--- src/rtl/gslcd_v1_0_pixel_out.sv ---
`default_nettype none
// ==== gslcd_v1_0_pixel_out : locks an AXI4-Stream pixel source to LCD frame timing, drives the panel bus ====
// ==== Revision 1.0 ====
module gslcd_v1_0_pixel_out #(
  parameter int                       C_FRAME_WIDTH   = 800,
  parameter int                       C_PIXEL_WIDTH   = 24,
  parameter int                       C_COL_WIDTH     = 10,
  parameter logic [C_PIXEL_WIDTH-1:0] C_FILL_COLOR    = '0,
  parameter int                       C_ERR_CNT_WIDTH = 16
) (
  input  logic                       PCLK,
  input  logic                       PRESETN,
  input  logic                       EN,
  input  logic                       VSYNC,
  input  logic                       HSYNC,
  input  logic                       ACTIVE,
  input  logic                       FRAME_START,
  input  logic [C_PIXEL_WIDTH-1:0]   S_PIXEL_TDATA,
  input  logic                       S_PIXEL_TVALID,
  output logic                       S_PIXEL_TREADY,
  input  logic                       S_PIXEL_TUSER,
  input  logic                       S_PIXEL_TLAST,
  output logic [C_PIXEL_WIDTH-1:0]   LCD_DATA,
  output logic                       LCD_VSYNC,
  output logic                       LCD_HSYNC,
  output logic                       LCD_DE,
  output logic                       LOCKED,
  output logic                       UNDERFLOW,
  output logic                       LINE_ERR,
  output logic [C_ERR_CNT_WIDTH-1:0] UNDERFLOW_CNT,
  input  logic                       CLR_ERR
);

  localparam logic [C_COL_WIDTH-1:0]     LAST_COL = C_COL_WIDTH'(C_FRAME_WIDTH - 1);
  localparam logic [C_COL_WIDTH-1:0]     COL_ONE  = C_COL_WIDTH'(1);
  localparam logic [C_ERR_CNT_WIDTH-1:0] CNT_MAX  = '1;
  localparam logic [C_ERR_CNT_WIDTH-1:0] CNT_ONE  = C_ERR_CNT_WIDTH'(1);

  typedef enum logic [0:0] {
    WAIT_SOF = 1'b0,
    RUN      = 1'b1
  } state_t;

  state_t                 state;
  logic [C_COL_WIDTH-1:0] col;

  logic sof_pix;
  logic sof_ok;
  logic early_sof;
  logic late_sof;
  logic active_run;
  logic last_col;
  logic xfer;
  logic show_pix;
  logic underflow_evt;
  logic line_err_evt;

  always_comb begin
    sof_pix        = S_PIXEL_TVALID & S_PIXEL_TUSER;
    sof_ok         = FRAME_START & sof_pix;
    early_sof      = (state == RUN) & ~FRAME_START & sof_pix;
    late_sof       = (state == RUN) & FRAME_START & ~sof_pix;
    active_run     = EN & ACTIVE & (state == RUN);
    last_col       = (col == LAST_COL);
    S_PIXEL_TREADY = 1'b0;
    // While unlocked, non-SOF pixels are flushed and the SOF pixel is held for FRAME_START
    if (PRESETN && EN && ACTIVE) begin
      if (state == WAIT_SOF) S_PIXEL_TREADY = ~S_PIXEL_TUSER | sof_ok;
      else                   S_PIXEL_TREADY = ~early_sof & ~late_sof;
    end
    xfer          = S_PIXEL_TREADY & S_PIXEL_TVALID;
    show_pix      = xfer & ((state == RUN) | sof_ok);
    underflow_evt = active_run & ~S_PIXEL_TVALID & ~FRAME_START;
    line_err_evt  = active_run & (early_sof
                                  | (xfer & S_PIXEL_TLAST & ~last_col)
                                  | (last_col & ~(xfer & S_PIXEL_TLAST)));
  end

  always_ff @(posedge PCLK or negedge PRESETN) begin
    if (!PRESETN) begin
      state  <= WAIT_SOF;
      col    <= '0;
      LOCKED <= 1'b0;
    end else if (!EN) begin
      state  <= WAIT_SOF;
      col    <= '0;
      LOCKED <= 1'b0;
    end else if (ACTIVE) begin
      case (state)
        WAIT_SOF: begin
          if (sof_ok) begin
            state  <= RUN;
            LOCKED <= 1'b1;
            col    <= COL_ONE;
          end
        end
        RUN: begin
          if (early_sof || late_sof) begin
            state  <= WAIT_SOF;
            LOCKED <= 1'b0;
            col    <= '0;
          end else if (FRAME_START) begin
            col <= COL_ONE;
          end else if (last_col) begin
            col <= '0;
          end else begin
            col <= col + 1'b1;
          end
        end
        default: begin
          state  <= WAIT_SOF;
          LOCKED <= 1'b0;
          col    <= '0;
        end
      endcase
    end
  end

  always_ff @(posedge PCLK or negedge PRESETN) begin
    if (!PRESETN) begin
      LCD_DATA      <= '0;
      LCD_VSYNC     <= 1'b0;
      LCD_HSYNC     <= 1'b0;
      LCD_DE        <= 1'b0;
      UNDERFLOW     <= 1'b0;
      LINE_ERR      <= 1'b0;
      UNDERFLOW_CNT <= '0;
    end else begin
      LCD_VSYNC <= VSYNC;
      LCD_HSYNC <= HSYNC;
      LCD_DE    <= EN & ACTIVE;
      if (!EN || !ACTIVE) LCD_DATA <= '0;
      else if (show_pix)  LCD_DATA <= S_PIXEL_TDATA;
      else                LCD_DATA <= C_FILL_COLOR;
      // A new error in the clearing cycle wins over the clear
      UNDERFLOW <= (UNDERFLOW & ~CLR_ERR) | underflow_evt;
      LINE_ERR  <= (LINE_ERR & ~CLR_ERR) | line_err_evt;
      if (CLR_ERR)
        UNDERFLOW_CNT <= underflow_evt ? CNT_ONE : '0;
      else if (underflow_evt && (UNDERFLOW_CNT != CNT_MAX))
        UNDERFLOW_CNT <= UNDERFLOW_CNT + 1'b1;
    end
  end

endmodule
`default_nettype wire

--- config.mk ---
export PLATFORM = sky130hd
export DESIGN_NAME = gslcd_v1_0_pixel_out
export DESIGN_NICKNAME = d
export VERILOG_FILES = /design/src/rtl/gslcd_v1_0_pixel_out.sv
export SDC_FILE = /design/constraint.sdc
export NUM_CORES = 1
export LEC_CHECK = 0
export ABC_AREA = 1
export BUFFER_PORTS_ARGS = -buffer_cell sky130_fd_sc_hd__clkbuf_2
export CAP_MARGIN = 30
export CELL_PAD_IN_SITES_DETAIL_PLACEMENT = 2
export CELL_PAD_IN_SITES_GLOBAL_PLACEMENT = 2
export CORE_ASPECT_RATIO = 1.5
export CORE_UTILIZATION = 29
export DETAILED_ROUTE_END_ITERATION = 7
export PLACE_DENSITY_LB_ADDON = 0.1
export SYNTH_ARGS = -nofsm -noshare
export SYNTH_HDL_FRONTEND = slang
export SYNTH_SLANG_ARGS = --single-unit
--- constraint.sdc ---
create_clock -name PCLK -period 2.15 [get_ports PCLK]
set_input_delay 0.43 -clock PCLK [delete_from_list [all_inputs] [get_ports PCLK]]
set_output_delay 0.43 -clock PCLK [all_outputs]
set_load 0.03 [all_outputs]
# After elaboration in Yosys (flattened, before gate mapping)
# Cells that the tools add are included.
# classes
addsub	2
n_eq_ne	5
n_mux	24
bitwise_logic	35
reduce_logical	10
# ops
cell	n
2-to-1 mux 10 bit	6
2-to-1 mux 24 bit	2
2-to-1 mux 16 bit	2
one-hot mux 10 bit (2 select lines)	1
AND 1 bit	19
adder 16 x 1 -> 16 bit, second input constant	1
!= test 16 bit, second input constant	1
2-to-1 mux 1 bit	11
adder 10 x 1 -> 10 bit, second input constant	1
equality test 10 bit, second input constant	1
inverter 1 bit	10
bitwise OR 1 bit	6
one-hot mux 1 bit (2 select lines)	2
logical AND 1 bit	3
!= test 3 x 2 -> 1 bit, second input constant	1
!= test 3 bit, second input constant	1
AND reduction 3 bit	1
zero test 1 bit	2
logical OR 1 bit	2
!= test 2 x 1 -> 1 bit, second input constant	1
AND reduction 2 bit	1
nonzero test 2 bit	1
# word_totals
reg_bits	57
in_bits	35

# Logic depth before layout (Yosys ltp)
# depth
word_depth	14
depth_mapped	12
mapped_depth_nobuf	11

# Least setup slack after synthesis
# Ideal clock, no wire load.
# synth_timing
path_kind	reg-to-reg
start	register UNDERFLOW_CNT[0]
end	register UNDERFLOW_CNT[0]
setup_ps	66
arrival_ps	1688
required_time_ps	2084
slack_ps	397
path_stages_with_launch	13
period_less_slack_ps	1753
cell_sequence	dfrtp_1 ha_1 nand2_1 inv_1 nand2_2 nor2_4 nand3_2 nand3_2 nand2_4 inv_6 buf_8 nand2_1 nand2_1
# synth_between
elab_chain_len	3
elab_cells_between_ends	6
cone_classes	add/sub (1); eq/ne (1); mux (2); reduce/logical (2)
# synth_lines
element	line	text
start, declared	30	output logic [C_ERR_CNT_WIDTH-1:0] UNDERFLOW_CNT,
start signal, assigned	139	UNDERFLOW_CNT <= underflow_evt ? CNT_ONE : '0;
start signal, assigned	141	UNDERFLOW_CNT <= UNDERFLOW_CNT + 1'b1;
adder 16 x 1 -> 16 bit or != test 16 bit (tied branches)	141, 140	
2-to-1 mux 16 bit or logical AND 1 bit (tied branches)	140	else if (underflow_evt && (UNDERFLOW_CNT != CNT_MAX))
2-to-1 mux 16 bit or nonzero test 2 bit (tied branches)	--	
# Parallel ways exist; a longest one is shown, timed or not. The select of a mux whose other input is x is not followed.
# A chain may end at the register's enable or synchronous reset.

# Final worst setup path
# layout_timing
start	register state
end	output port S_PIXEL_TREADY
# layout_between
elab_chain_len	6
elab_cells_between_ends	9
cone_classes	mux (2); bitwise (7)
# layout_lines
element	line	text
start, declared	44	state_t state;
start signal, assigned	81	state <= WAIT_SOF;
start signal, assigned	85	state <= WAIT_SOF;
start signal, assigned	92	state <= RUN;
AND 1 bit (on tied branches) (2 in series)	61, 62	
inverter 1 bit	69	else S_PIXEL_TREADY = ~early_sof & ~late_sof;
AND 1 bit	69	
2-to-1 mux 1 bit (*)	68	if (state == WAIT_SOF) S_PIXEL_TREADY = ~S_PIXEL_TUSER | sof_ok;
2-to-1 mux 1 bit (*)	67	if (PRESETN && EN && ACTIVE) begin
end, declared	20	output logic S_PIXEL_TREADY,
# Every way passes the cells marked *; elsewhere a longest branch is shown, timed or not.

==> metrics.txt <==
synth warn 0; Pins Over Slew Limit 0; Clock Path Buffers 2; actual slew at the worst max-slew pin 765 ps; Post-DP HPWL 6.38 mm; total track usage 0.195; Mapped Cells 343; Final ANT Viol Nets 0; Top reg by flops LCD_DATA; Leak 1.98 nW; Final setup viols 0; clock latency on the worst-skew pair ~330 ps; required time of the critical path 1720 ps; antenna violations before repair 0; max cap viols 0; clock-pin slew of the registers on the worst-case setup and hold paths about 50 ps; Iteration-0 DRC Markers 54; worst IR drop on VDD approximately 0.40 mV; cts hold-fix bufs 0; GRT overflow 0; placed inst area around 3300 um^2; P per Cell Area 719 nW/um^2; post-route setup TNS 0 ps; Residual DRC 0; chip width 81.5 um; WL/cell 15.2 um; Max Clock Skew ~3.2 ps; number of global-route vias before repair 2,869; endpoints failing hold 0; Slowest-stage cell, CP dfrtp_1; max reg flops 24; Crit Path Max Fanout 4; min cycle time layout 2000 ps; Layout area overhead 30.5%; Worst R2R Setup Slack 400 ps; Syn Std Cell Area 2750 um^2; crit path DAT 1570 ps; area of the core 9200 um^2; drt pass-1 iters 4; antenna cell count 0; family with the most delay on the worst path simple AND/OR/NAND/NOR gates; CP Launch Type flip-flop; root buf cell clkbuf_16; critical-path cell list inv_1 -> nor2_1 -> nand2_1 -> nand3_1 -> nor2_2 -> buf_2; Port-buffer cells 81; post-synth net total 380; num rows 43; Regs by FF count LCD_DATA: 24 flops, UNDERFLOW_CNT: 16 flops, col: 10 flops; RePlAce Congestion between 0.7 and 0.8; CTS Buf Count 9; Hold Path Class in -> reg; Hold WS 208 ps; pin count of the biggest net entering global routing 58; Buf/Inv on CP 2; fraction of layout cells with a size suffix above 1 0.268; CTS tree built; final instance area 3580 um^2; Initial Utilization 0.299; H-tree depth 3; RSZ-0062 raised after global routing false; via/cell ratio approximately 4.8; status finished clean; register area share after synthesis 0.519; wirelength, routed 8.43 mm; fin nets 474; DIE AREA 9870 um^2; wire length of the first global-routing pass 14.0 mm; CP max stage delay 410 ps; Peak Freq 500 MHz; final critical-path share of the clock period 0.930; syn_area_per_cell 8.01 um^2; WS Path Type reg -> out; Critical Path End Type output pin; I/O pin count roughly 80; Synth cell types 31; Sink Count 57; Slew HR 0.490; synthesized flop and latch total 57; via count 2,627; Die Ht roughly 120 um
## Yosys cell counts
library cell  number  area [um^2]
a21boi_0           1         7.51
a21oi_1            6         30.0
a31oi_1            2         12.5
and3_1             1         6.26
buf_2              2         10.0
buf_8              1         15.0
clkbuf_1           2         7.51
dfrtp_1           57         1430
ha_1               2         25.0
inv_1             57          214
inv_2              2         7.51
inv_6              1         8.76
nand2_1           77          289
nand2_2            2         12.5
nand2_4            1         11.3
nand3_1           22          110
nand3_2            3         30.0
nand4_1            7         43.8
nor2_1            51          191
nor2_2             3         18.8
nor2_4             1         11.3
nor3_1            13         65.1
nor3_2             1         10.0
nor3b_1            1         7.51
o21ai_0           14         70.1
o22ai_1            1         6.26
o31ai_1            1         7.51
or2_1              1         6.26
or2_2              1         6.26
xnor2_1            3         26.3
xor2_1             6         52.6
## report_power, final
group	internal (W)	switching, W	total [W]
logic	0.0000560	0.000130	0.000187
clock network	0.000798	0.000495	0.00129
registers	0.00109	0.00000874	0.00110
total	0.00194	0.000634	0.00258
## kinds of logic after synthesis
family / count (synthesis) / synth area share
AND/OR/NAND/NOR: 185 / 0.298
buffers and inverters: 65 / 0.0957
flip-flops: 57 / 0.519
AO/OA/AOI/OAI: 25 / 0.0488
XOR/XNOR: 9 / 0.0287
adder cells (fa/ha/maj): 2 / 0.00911
## path summary, 6_finish.rpt
path / startpoint / endpoint / cells after the start
worst min-delay path: HSYNC / LCD_HSYNC / 1
min in group asynchronous: PRESETN / LCD_DE / 2
max in group asynchronous: PRESETN / LCD_DATA[19] / 2
worst min register to register: LOCKED / LOCKED / 2
worst max register to register: col[0] / col[8] / 6
worst max-delay path: state / S_PIXEL_TREADY / 6
## layout by cell type (no fill, tap or decap), types with 7 or more instances in the layout
master     instances
nand2_1           77
dfrtp_1           57
inv_1             57
nand3_1           22
clkbuf_16          9
nand4_1            7
clkbuf_2          80
buf_4              7
nor2_1            51
o21ai_0           14
nor3_1            13
## metrics by stage
step                      setup slack, ps  std cells  total power [W]   util
after floorplan                       397        343          0.00121      -
after global placement                387        538          0.00130  0.360
after detailed placement              345        538          0.00131  0.360
after CTS                             101        553          0.00264  0.390
after global routing                 24.2        553          0.00269  0.390
final                                 149        553          0.00258  0.390
## layout make-up
class	instances	area [um^2]
flip-flops and latches	57	1430
multi-input cells	221	1060
well taps	112	140
clock buffers	10	239
fillers	1107	5620
inverters	60	230
clock inverters	5	32.5
repair buffers	88	458
## worst register-to-register path, delay by kind of cell, from the launching register on
family / cells / cell delay, ps
flops: 1 / 380
simple gates: 4 / 560
compound gates: 1 / 430
fa+ha+maj: 1 / 240
## routing by layer
layer,vias up,routed length [um],track usage
met3,13,322,0.0444
met1,1313,2980,0.189
met2,51,4950,0.372
met5,-,0,0
met4,0,182,0.0882
li1,1250,-,-
## repair_timing
| item | in CTS | in global routing |
|---|---|---|
| buffers inserted | 0 | 0 |
| gates resized for setup | 0 | 1 |
| endpoints found under the setup margin | 0 | 1 |
No activity file was read; power rests on OpenSTA's default activity.
